## src/rtl/accum_seq.sv

```systemverilog
// Sequencer in front of a pipelined FP32 accumulator. It feeds the elements of
// a data set into the accumulator, drains the pipeline for ACC_LAT cycles after
// the last element, then holds the captured sum and element count until the
// consumer takes them.
//
// state | meaning
// ------+----------------------------------------------------------------
// IDLE  | waiting for the first element of a new set
// ACCUM | set in progress, waiting for further elements
// DRAIN | last element accepted, flushing ACC_LAT cycles through the pipe
// HOLD  | result captured, waiting for out_ready
module accum_seq #(
    parameter int ACC_LAT = 5
) (
    input  logic        clk,
    input  logic        rst,
    input  logic        flush,
    input  logic [31:0] in_data,
    input  logic        in_valid,
    input  logic        in_last,
    output logic        in_ready,
    output logic [31:0] acc_x,
    output logic        acc_start,
    output logic        acc_en,
    output logic        acc_clr,
    input  logic [31:0] acc_r,
    output logic [31:0] out_data,
    output logic [15:0] out_count,
    output logic        out_valid,
    input  logic        out_ready
);

    typedef enum logic [1:0] {
        IDLE  = 2'd0,
        ACCUM = 2'd1,
        DRAIN = 2'd2,
        HOLD  = 2'd3
    } state_t;

    localparam logic [4:0] DRAIN_LAST = 5'(ACC_LAT - 1);

    state_t      state;
    state_t      state_nxt;
    logic [4:0]  drain_cnt;
    logic [15:0] elem_cnt;
    logic        fire;
    logic        drain_done;

    // Handshake qualification: reset and flush both block acceptance.
    always_comb begin
        in_ready   = ((state == IDLE) || (state == ACCUM)) && !flush && !rst;
        fire       = in_valid && in_ready;
        drain_done = (state == DRAIN) && (drain_cnt == DRAIN_LAST);
        acc_clr    = rst || flush;
    end

    // Next-state and accumulator-side outputs; rst/flush override everything.
    always_comb begin
        state_nxt = state;
        acc_x     = 32'h0000_0000;
        acc_en    = 1'b0;
        acc_start = 1'b0;
        if (fire) begin
            acc_x  = in_data;
            acc_en = 1'b1;
        end
        case (state)
            IDLE: begin
                if (fire) begin
                    acc_start = 1'b1;
                    state_nxt = in_last ? DRAIN : ACCUM;
                end
            end
            ACCUM: begin
                if (fire && in_last) begin
                    state_nxt = DRAIN;
                end
            end
            DRAIN: begin
                acc_en = 1'b1;
                if (drain_done) begin
                    state_nxt = HOLD;
                end
            end
            HOLD: begin
                if (out_valid && out_ready) begin
                    state_nxt = IDLE;
                end
            end
            default: state_nxt = IDLE;
        endcase
        if (rst || flush) begin
            acc_en    = 1'b0;
            state_nxt = IDLE;
        end
    end

    // State register.
    always_ff @(posedge clk) begin
        if (rst) begin
            state <= IDLE;
        end else begin
            state <= state_nxt;
        end
    end

    // Drain counter, element counter and result capture.
    always_ff @(posedge clk) begin
        if (rst) begin
            drain_cnt <= '0;
            elem_cnt  <= '0;
            out_data  <= '0;
            out_count <= '0;
            out_valid <= 1'b0;
        end else if (flush) begin
            drain_cnt <= '0;
            elem_cnt  <= '0;
            out_valid <= 1'b0;
        end else begin
            // Held at zero outside DRAIN so every DRAIN visit starts from zero.
            drain_cnt <= (state == DRAIN) ? drain_cnt + 5'd1 : 5'd0;
            if (fire) begin
                if (state == IDLE) begin
                    elem_cnt <= 16'd1;
                end else if (elem_cnt != 16'hFFFF) begin
                    elem_cnt <= elem_cnt + 16'd1;
                end
            end
            if (drain_done) begin
                out_data  <= acc_r;
                out_count <= elem_cnt;
                out_valid <= 1'b1;
            end else if ((state == HOLD) && out_ready) begin
                out_valid <= 1'b0;
            end
        end
    end

endmodule

```

## config.mk

```make
export PLATFORM = sky130hd
export DESIGN_NAME = accum_seq
export DESIGN_NICKNAME = d
export VERILOG_FILES = /design/src/rtl/accum_seq.sv
export SDC_FILE = /design/constraint.sdc
export NUM_CORES = 1
export LEC_CHECK = 0
export CAP_MARGIN = 20
export CORE_ASPECT_RATIO = 2
export CORE_MARGIN = 2
export CORE_UTILIZATION = 37
export CTS_CLUSTER_DIAMETER = 200
export DETAILED_ROUTE_END_ITERATION = 8
export MAX_ROUTING_LAYER = met4
export PLACE_DENSITY_LB_ADDON = 0.3
export SLEW_MARGIN = 20
export SYNTH_ARGS = -nofsm -noshare
export SYNTH_HDL_FRONTEND = slang
export SYNTH_SLANG_ARGS = --single-unit
export TNS_END_PERCENT = 5
```

## constraint.sdc

```tcl
create_clock -name clk -period 2 [get_ports clk]
set_clock_uncertainty 0.05 [all_clocks]
set_input_delay 0.3 -clock clk [delete_from_list [all_inputs] [get_ports clk]]
set_output_delay 0.3 -clock clk [all_outputs]
set_load 0.01 [all_outputs]
```

Yosys cells after proc, flatten, opt, wreduce, memory -nomap -nowiden
Cells that the tools add are included.
Storage, ports and cells
  bits of input ports: 70
  bits in registers: 72
  output and inout bits: 85
  logic and storage cells: 54
Cells by class
  bitwise logic cells: 2
  add/sub/neg operators: 2
  muxes and demuxes: 15
  equality and inequality tests: 9
  reduce and logical (&&, ||, !) cells: 20
Operators by type and width (count)
  $mux W16: 2
  $mux W32: 1
  $add A16 B1 Y16 const B: 1
  $ne A16 B16 Y1 const B: 1
  $mux W2: 5
  $pmux W2 S4: 1
  $logic_and A1 B1 Y1: 7
  $mux W1: 6
  $ne A2 B2 Y1 const B: 3
  $add A5 B1 Y5 const B: 1
  $eq A5 B3 Y1 const B: 1
  $eq A2 B2 Y1 const B: 2
  $reduce_and A2 Y1: 2
  $reduce_and A4 Y1: 1
  $reduce_bool A2 Y1: 2
  $reduce_or A2 Y1: 2
  $reduce_or A3 Y1: 1
  $eq A2 B1 Y1 const B: 1
  $logic_not A1 Y1: 2
  $logic_not A2 Y1: 1
  $logic_or A1 B1 Y1: 2
  $ne A2 B1 Y1 const B: 1
  $not A1 Y1: 2

Logic depth before layout (Yosys ltp)
Gate-level depths: netlist of run 1.
  word-level depth: 8
  mapped depth: 8
  depth with buffers taken out: 6

Worst setup path before layout of run 1
OpenSTA, ideal clock, no wires.
  kind: register -> register
  start: register elem_cnt[1]
  end: register elem_cnt[2]
  clock period less this slack: 1917 ps
  path buffers: 1
  cell stages (with the launch flop): 7
  setup time: 87 ps
  arrival time: 1780 ps
  data required time: 1863 ps
  path slack: 83 ps
  path through: dfxtp_1 -> ha_1 -> nand4_1 -> or4_1 -> clkbuf_1 -> and3_1 -> o31ai_1
On the way
  word-level cells in the longest chain between the ends: 3
  elaborated cells on any way between the ends: 6
  classes of those cells: add/sub (1); eq/ne (1); mux (2); reduce/logical (2)
Ends and longest elaborated chain
  start, declared: RTL line 45  | logic [15:0] elem_cnt;
  start signal, assigned: RTL line 126  | elem_cnt <= elem_cnt + 16'd1;
  $add A16 B1 Y16 or $ne A16 B16 Y1 (tied branches): RTL line 126, 125
  $mux W16 or $reduce_bool A2 Y1 (tied branches)
  $mux W16 or $reduce_and A2 Y1 (tied branches)
Several ways; a longest one is shown, not always the timed one. The select of a mux whose other input is x is not followed.
A chain may end at the register's enable or synchronous reset.

Worst setup path in the final report of run 1
  start: register state[0]
  end: output acc_x[21]
On the way
  word-level cells in the longest chain between the ends: 6
  elaborated cells on any way between the ends: 7
  classes of those cells: eq/ne (1); mux (1); reduce/logical (5)
Ends and longest elaborated chain
  start, declared: RTL line 42  | state_t state;
  start signal, assigned: RTL line 103  | state <= state_nxt;
  $eq A2 B1 Y1 or $logic_not A2 Y1 (tied branches): RTL line 51  | in_ready = ((state == IDLE) || (state == ACCUM)) && !flush && !rst;
  $logic_or A1 B1 Y1 *: RTL line 51
  $logic_and A1 B1 Y1 * (2 in a row): RTL line 51
  $logic_and A1 B1 Y1 *: RTL line 52  | fire = in_valid && in_ready;
  $mux W32 *: RTL line 63  | if (fire) begin
  end, declared: RTL line 22  | output logic [31:0] acc_x,
Every way passes the cells marked *; elsewhere a longest branch is shown, timed or not.

==> reports/metrics.yaml, run 1 <==
pwr:
  p_seq_frac: 0.439
  leakage_uw: 0.00221
  powerDensity_nw_per_um2: 574
  p_switching_uw: 744
  clockPowerShare: 0.451
  vdd_drop_max_uv: 614
  switching_share: 0.227
  p_comb_frac: 0.109
  p_int_uw: 2530
timing:
  min_period_ns: 1.99
  setup-violations-final: 0
  fmax_mhz: 502
  maxSlewViolCount: 0
  hold_viol: 0
  rsz0062_at_grt: "yes"
  worstMarginPinSlew_ns: 0.513
  fin_hold_ws_ns: 0.401
  period_share: 0.996
  relSlewSlack: 0.658
clocking:
  cts_buffer_depth: 2
  cts_root_buffer: "clkbuf_16"
  postCtsHoldBufs: 0
  cts_buffers: 9
  clock-sinks: 72
  tritoncts: "yes"
  clkLatencyLatePin_ns: 0.34
  htreeDepth: 3
  clk_pin_slew_ns: 0.05
min_path:
  worstHoldEndpoint: "out_data[31]"
  hold-path-cell-count: 2
  hold_class: "register to register"
  worstHoldStart: "out_data[31]"
floorplanning:
  initial_core_util: 0.382
  die_y_um: 138
  die-area_um2: 9750
  ios: 155
  core_um2: 8650
  fp.dieW_um: 70.8
  rows: 48
routing:
  final_antenna_net_count: 0
  drt-initial-drc-count: 171
  wl_um: 11400
  wire_per_inst_um: 15.7
  drt_pass1_iterations: 4
  routed_via_density: 5.26
  post-route-drc-count: 0
  dr_total_vias: 3810
setup_path:
  reg2regPathDepth: 8
  critPathKind: "register to primary output"
  endpoint_kind: "primary output"
  path_depth: 8
  cp_slowest_stage_delay_ns: 0.37
  crit_top_cell: "nor2_4"
  arrival_ns: 1.64
  path_cells: "inv_4, ha_4, nor2_4, nor2_4, buf_6, buf_4, and2_1, buf_2"
  critPathMaxFanout: 5
  path_buf_inv: 4
  crit_family: "buffers and inverters"
  cpMaxStageDelayCell: "dfxtp_4"
  reg2reg_slack_ns: 0.02
  r2r_start: "state[0]"
  cp.required_ns: 1.65
  cp-start-kind: "register"
  r2r_end: "elem_cnt[15]"
logic_synthesis:
  synth_ff_type: "dfxtp_1"
  syn-num-nets: 497
  synth_top_cell_by_area: "dfxtp_1"
  ys_seq_area_frac: 0.436
  avgSynthCellArea_um2: 7.87
  synthCells: 420
  synth_area_leaders: "dfxtp_1 (44%), nand2_1 (12%), a21oi_1 (8.3%)"
  yosysTopAreaCellShare: 0.436
  syn_area_um2: 3310
  synth_edf_count: 0
  yosysWarnings: 0
  ys_async_sr_fraction: 0
  synthDistinctLibCells: 45
  synth-seq-cells: 72
grt:
  antenna_found_initial: 0
  track_usage: 0.241
  grt_max_degree: 49
  grt_pass1_vias: 3768
  grt_pass1_wl_um: 18200
  grt-ovfl-total: 0
final_layout:
  drive_gt1_frac: 0.234
  final_common_cell: "clkdlybuf4s50_1"
  nets: 697
  syn2layout_area_growth_pct: 72.7
  final_cell_mix: "clkdlybuf4s50_1 (116), nand2_1 (104), dfxtp_1 (69), buf_4 (56), a21oi_1 (55)"
  utilization: 0.660
  antenna_cells: 0
placed_design:
  gp_congestion: 0.900
  place.port_buffers: 154
  hpwlAfterDp_um: 8290
run:
  maxCapViolations: 0
outcome:
  outcome: "completed"
-- sequential cells by signal, indices dropped and copies added (netlist names) --
signal and cells:
out_data 32, out_valid 1, elem_cnt 16, out_count 16, state 2, drain_cnt 5
-- worst register-to-register path: cells and delay by family, from the launching register on --
kind / cells / cell delay [ns]
and+or+nand+nor: 3 / 0.81
DFF: 1 / 0.36
buffers and inverters: 3 / 0.30
AOI/OAI and AO/OA: 1 / 0.23
adders and majority gates: 1 / 0.13
-- stage by stage --
step	area [um^2]	TNS [ns]	cells	total power [uW]	setup WS, ns
floorplan	3310	0	420	1560	0.0828
global placement	5310	-24.71	702	1790	-0.605
detailed placement	5310	-25.64	702	1800	-0.652
CTS	5600	-0.730	725	3290	-0.125
global route	5710	-0.454	725	3400	-0.0365
finish	5710	0	725	3280	0.00889
-- synthesized netlist by cell type (all sizes together) (2+ instances only) --
master / count
nand2: 104
dfxtp: 72
a21oi: 55
and2: 34
clkbuf: 25
nand3: 15
nor2: 11
inv: 10
nand4: 10
ha: 7
or4: 7
and3: 6
o311ai: 6
a31oi: 4
and4: 4
nor4: 4
o21ai: 4
o31ai: 4
buf: 3
mux2i: 3
nor3: 3
o211ai: 3
nand2b: 2
nand4b: 2
o211a: 2
or2: 2
xor2: 2
-- worst max path at each step --
stage	start	end
final	state[0]	acc_x[21]
after global placement	in_valid	acc_x[8]
after detailed placement	in_valid	acc_x[10]
after floorplan	elem_cnt[1]	elem_cnt[2]
after global routing	state[0]	acc_x[31]
after CTS	state[1]	acc_en
-- power groups by stage --
stage | combinational, uW | clock [uW] | sequential [uW]
global route | 380 | 1580 | 1440
finish | 358 | 1480 | 1440
detailed placement | 327 | 0 | 1470
global placement | 321 | 0 | 1470
floorplan | 89.8 | 0 | 1470
CTS | 331 | 1520 | 1440
-- layer usage --
layer  track usage  up-vias  share of wire
li1              -     1865              -
met1         0.248     1774           0.37
met2         0.425      129           0.54
met3        0.0439       42          0.043
met4         0.135        0          0.040
met5             -        -              0
-- area by class of cell --
class | instances | area [um^2]
timing repair buffer | 217 | 1980
tap | 100 | 125
clock inverter | 6 | 45.0
multi-input combinational | 310 | 1830
inverter | 10 | 42.5
clock buffer | 10 | 239
fill | 730 | 2940
sequential | 72 | 1450
-- timing repair --
action	4_1_cts	5_1_grt
setup buffers	5	0
endpoints found under the setup margin	44	45
pin swaps	3	17
resized for setup	130	65
gates cloned	2	0
-- kinds of logic (layout without fill, tap and decap cells) --
logic type                 Yosys count  in the layout  synth area share
and+or+nand+nor                    210            210             0.317
AOI/OAI and AO/OA                   87             87             0.159
DFF                                 72             72             0.436
buffers and inverters               38            243            0.0439
adders and majority gates            7              7            0.0265
xor gates and xnor gates             3              3           0.00795
muxes                                3              3           0.00908
Power figures use the tool's default switching activity.
==> run 2, diff against run 1 <==
Settings changed: CORE_UTILIZATION 37 to 30.
==> run 2 against run 1 <==
The flow now finishes with violations (negative setup slack). Register-to-register slack improved by 0.07 ns. Utilization decreased by 12 points. Cell count increased by 6.1%. Routed wire length increased by 7.6%. Setup slack got worse by 0.046 ns. Clock-buffer cell count unchanged. Critical endpoint is now acc_x[18]. Largest cell class unchanged. First-iteration DRC count decreased by 8.2%.
==> reports/metrics.yaml, run 2 (same netlist as run 1, synthesis figures left out) <==
outcome:
  outcome: "complete, but fails checks"
  violations: "negative setup slack"
clocking:
  cts_buffers: 9
  clk_pin_slew_ns: 0.06
  cts_buffer_depth: 2
  cts_root_buffer: "clkbuf_16"
  htreeDepth: 3
  clock-sinks: 72
  clkLatencyLatePin_ns: 0.33
  tritoncts: "yes"
routing:
  wire_per_inst_um: 15.9
  wl_um: 12300
  dr_total_vias: 3821
  post-route-drc-count: 0
  routed_via_density: 4.97
  final_antenna_net_count: 0
  drt-initial-drc-count: 157
  drt_pass1_iterations: 4
final_layout:
  multi_input_area_um2: 1840
  seq_area_um2: 1450
  final_cell_mix: "clkdlybuf4s50_1 (115), nand2_1 (104), dfxtp_1 (70), buf_4 (56), a21oi_1 (55)"
  antenna_cells: 0
  nets: 701
  top_regs: "out_data x32, elem_cnt x16, out_count x16"
  utilization: 0.545
  drive_gt1_frac: 0.242
  syn2layout_area_growth_pct: 78.3
  final_common_cell: "clkdlybuf4s50_1"
  top_register: "out_data"
  finalInstanceArea_um2: 5890
  fill_cells: 1024
  largest_reg_flops: 32
timing:
  finalSetupTns_ns: -0.291
  setup-violations-final: 15
  fmax_mhz: 491
  maxSlewViolCount: 0
  rsz0062_at_grt: "yes"
  hold_viol: 0
  worstMarginPinSlew_ns: 0.371
  min_period_ns: 2.04
  setup_ws_ns: -0.0369
  period_share: 1.02
  relSlewSlack: 0.751
setup_path:
  cp_slowest_stage_delay_ns: 0.38
  critPathKind: "register to primary output"
  endpoint_kind: "primary output"
  cp-start-kind: "register"
  cp.required_ns: 1.65
  path_buf_inv: 4
  cpMaxStageDelayCell: "dfxtp_4"
  critPathMaxFanout: 8
  path_cells: "inv_4, ha_4, nor2_4, nor2_4, buf_6, buf_6, and2_1, buf_2"
  crit_family: "buffers and inverters"
  arrival_ns: 1.69
placed_design:
  pre_cts_slack_ns: -0.639
  place.port_buffers: 154
  hpwlAfterDp_um: 9040
  gp_congestion: 0.917
  place_area_um2: 5400
pwr:
  powerDensity_nw_per_um2: 614
  leakage_uw: 0.00228
  p_total_uw: 3620
  vdd_drop_max_uv: 487
grt:
  track_usage: 0.212
  grt_pass1_wl_um: 19500
  grt_max_degree: 32
  antenna_found_initial: 0
  grt-ovfl-total: 0
  grt_pass1_vias: 4019
floorplanning:
  fp.dieW_um: 78.2
  core_um2: 10800
  die_y_um: 152
  initial_core_util: 0.306
  ios: 155
  rows: 54
  die-area_um2: 11900
min_path:
  hold_class: "primary input to register"
run:
  maxCapViolations: 0
-- run 2: cell count changes in the layout (fill, tap and decap cells not counted), sizes merged, moves of 2 or more --
| cell | before | now |
|---|---|---|
| dlygate4sd2 | 2 | 4 |
| clkbuf | 14 | 11 |
| buf | 92 | 101 |
| bufinv | 0 | 3 |
| clkinvlp | 3 | 1 |
| clkdlybuf4s15 | 3 | 0 |
-- run 2: cell type report --
| cell class | instances | area share |
|---|---|---|
| Tap cell | 140 | 0.0297 |
| Timing Repair Buffer | 221 | 0.349 |
| Multi-Input combinational cell | 310 | 0.312 |
| Clock buffer | 10 | 0.0389 |
| Inverter | 10 | 0.00722 |
| Sequential cell | 72 | 0.245 |
| Clock inverter | 6 | 0.0183 |
-- run 2: worst min-delay path, cell delays in order --
cell and delay, ns:
buf_2 0.11, buf_4 0.25, a21oi_1 0.06
-- run 2: per-stage QoR --
stage | std cells | hold WS [ns]
floorplan | 420 | 0.380
global placement | 746 | 0.391
detailed placement | 746 | 0.396
CTS | 770 | 0.374
global route | 769 | 0.404
finish | 769 | 0.386
-- run 2: final timing paths --
kind | slack (ns) | start | cells after the start | end
max | -0.04 | state[0] | 8 | acc_x[18]
min | 0.39 | rst | 3 | out_data[22]
max reg2reg | 0.09 | state[1] | 7 | elem_cnt[15]
min reg2reg | 0.40 | out_data[25] | 2 | out_data[25]
-- run 2: report_power, final --
part / switching (uW) / internal [uW]
clock network: 593 / 1210
logic: 141 / 230
registers: 2.55 / 1440
total: 736 / 2880
-- run 2: routing by layer --
metal	up-vias	global-route usage	routed length (um)
met1	1816	0.220	4670
li1	1869	-	-
met2	111	0.379	6840
met5	-	-	0
met3	25	0.0278	423
met4	0	0.113	325
-- run 2: repair_timing --
action	in CTS	in global routing
gates cloned	3	0
gates resized for setup	169	43
pin swaps	8	16
hold buffers	0	0
buffers inserted	5	0
endpoints found under the setup margin	45	92
==> run 3, diff against run 2 <==
Settings changed: CELL_PAD_IN_SITES_DETAIL_PLACEMENT set to 0, CELL_PAD_IN_SITES_GLOBAL_PLACEMENT set to 1, CORE_UTILIZATION 30 to 26.
==> run 3 against run 2 <==
Clock power shrank 17%. Cell area decreased by 4.2%. Critical path depth stayed put. First-iteration DRC count is 18% higher. Combinational power decreased by 8.4%. Largest power group unchanged. Non-clock buffer count is 4 lower. The flow now finishes without violations. Cell count grew 0.78%. Largest cell class unchanged.
==> reports/metrics.yaml, run 3 (same netlist as run 1, synthesis figures left out) <==
final_layout:
  largest_reg_flops: 32
  finalNonFillerCells: 775
  final_cell_mix: "clkdlybuf4s50_1 (116), nand2_1 (104), dfxtp_1 (70), a21oi_1 (55), buf_4 (55)"
  drive_gt1_frac: 0.214
  nets: 697
  fill_cells: 1261
  top_register: "out_data"
  utilization: 0.452
  syn2layout_area_growth_pct: 70.7
  final_common_cell: "clkdlybuf4s50_1"
  antenna_cells: 0
  top_regs: "out_data x32, elem_cnt x16, out_count x16"
floorplanning:
  die_y_um: 163
  core_um2: 12500
  initial_core_util: 0.265
  ios: 155
  rows: 58
  die-area_um2: 13700
  fp.dieW_um: 83.7
grt:
  grt_pass1_vias: 3762
  grt_max_degree: 49
  grt_pass1_wl_um: 19300
  track_usage: 0.181
  grt-ovfl-total: 0
  antenna_found_initial: 0
routing:
  drt-initial-drc-count: 185
  wl_um: 11800
  post-route-drc-count: 0
  wire_per_inst_um: 15.2
  routed_via_density: 4.79
  drt_pass1_iterations: 4
  final_antenna_net_count: 0
  dr_total_vias: 3716
clocking:
  clk_pin_slew_ns: 0.06
  cts_buffer_depth: 2
  clkLatencyLatePin_ns: 0.34
  cts_buffers: 9
  tritoncts: "yes"
  htreeDepth: 3
  cts_root_buffer: "clkbuf_16"
  postCtsHoldBufs: 0
  clock-sinks: 72
placed_design:
  hpwlAfterDp_um: 8560
  place.port_buffers: 154
  gp_congestion: 0.907
  place_inst: 751
run:
  maxCapViolations: 0
timing:
  period_share: 1.00
  setup-violations-final: 0
  rsz0062_at_grt: "yes"
  relSlewSlack: 0.646
  fmax_mhz: 500
  maxSlewViolCount: 0
  hold_viol: 0
  worstMarginPinSlew_ns: 0.531
  min_period_ns: 2.00
pwr:
  vdd_drop_max_uv: 393
  powerDensity_nw_per_um2: 582
  leakage_uw: 0.00216
setup_path:
  critPathMaxFanout: 7
  r2r_start: "elem_cnt[1]"
  cp-start-kind: "register"
  crit_end: "acc_x[8]"
  reg2reg_slack_ns: 0.06
  critPathKind: "register to primary output"
  arrival_ns: 1.65
  cp.required_ns: 1.65
  endpoint_kind: "primary output"
  reg2regPathDepth: 5
  r2r_end: "elem_cnt[2]"
  critical_path.startpoint: "state[1]"
min_path:
  hold_class: "register to register"
outcome:
  outcome: "completed"
-- run 3: changes by cell type in the layout (fill, tap and decap cells not counted), moves of 3 or more --
| cell | before | now |
|---|---|---|
| bufinv_16 | 3 | 0 |
| clkbuf_2 | 1 | 21 |
| buf_2 | 15 | 12 |
| clkdlybuf4s15_2 | 0 | 3 |
| and2_4 | 19 | 2 |
| dlygate4sd2_1 | 4 | 1 |
| and2_1 | 15 | 32 |
| buf_6 | 26 | 7 |
-- run 3: cell type report --
class                           instances  area (um^2)  area share
Clock buffer                            9          225      0.0399
Clock inverter                          7         55.1     0.00976
Inverter                               10         42.5     0.00754
Multi-Input combinational cell        310         1800       0.318
Sequential cell                        72         1450       0.256
Tap cell                              150          188      0.0333
Timing Repair Buffer                  217         1890       0.335
-- run 3: repair_timing --
item	in CTS	in global routing
setup buffers	4	1
pin swaps	4	2
resized for setup	119	32
gates cloned	3	0
setup endpoints to repair	40	84
-- run 3: worst min-delay path by stage --
| stage | startpoint | end | slack, ns | depth (start not counted) |
|---|---|---|---|---|
| after global placement | out_data[2] | out_data[2] | 0.39 | 2 |
| final | out_data[3] | out_data[3] | 0.40 | 2 |
| after CTS | out_data[3] | out_data[3] | 0.40 | 2 |
| after detailed placement | out_data[14] | out_data[14] | 0.40 | 2 |
| after floorplan | drain_cnt[0] | drain_cnt[0] | 0.38 | 1 |
| after global routing | out_count[9] | out_count[9] | 0.42 | 2 |
-- run 3: metrics by stage --
step / TNS (ns) / worst slack (ns) / hold WS [ns] / total power, uW / area (um^2)
4_1_cts: -0.00687 / -0.00482 / 0.404 / 3350 / 5730
3_5_place_dp: -27.03 / -0.699 / 0.396 / 1800 / 5350
5_1_grt: -0.370 / -0.0644 / 0.421 / 3460 / 5640
2_1_floorplan: 0 / 0.0828 / 0.380 / 1560 / 3310
6_report: 0 / 0.000869 / 0.401 / 3290 / 5640
3_3_place_gp: -25.29 / -0.653 / 0.391 / 1800 / 5350
-- run 3: worst max-delay path, cell delays in order, from the launching register on --
cell     delay [ns]
dfxtp_2        0.35
inv_4          0.05
ha_4           0.16
nor2_4         0.13
nor2_4         0.07
buf_6          0.13
buf_4          0.13
and2_1         0.15
buf_2          0.14
-- run 3: report_power, final --
| group | internal (uW) | leakage, uW | total (uW) | switching [uW] |
|---|---|---|---|---|
| clock network | 849 | 0.000132 | 1510 | 659 |
| logic | 210 | 0.00145 | 340 | 131 |
| registers | 1440 | 0.000581 | 1440 | 2.49 |
| total | 2490 | 0.00216 | 3290 | 792 |
-- run 3: per-layer routing --
metal,up-vias,global-route usage,share of wire
met5,-,-,0
met3,25,0.0334,0.045
met1,1708,0.197,0.37
met2,123,0.317,0.54
li1,1860,-,-
met4,0,0.0814,0.036
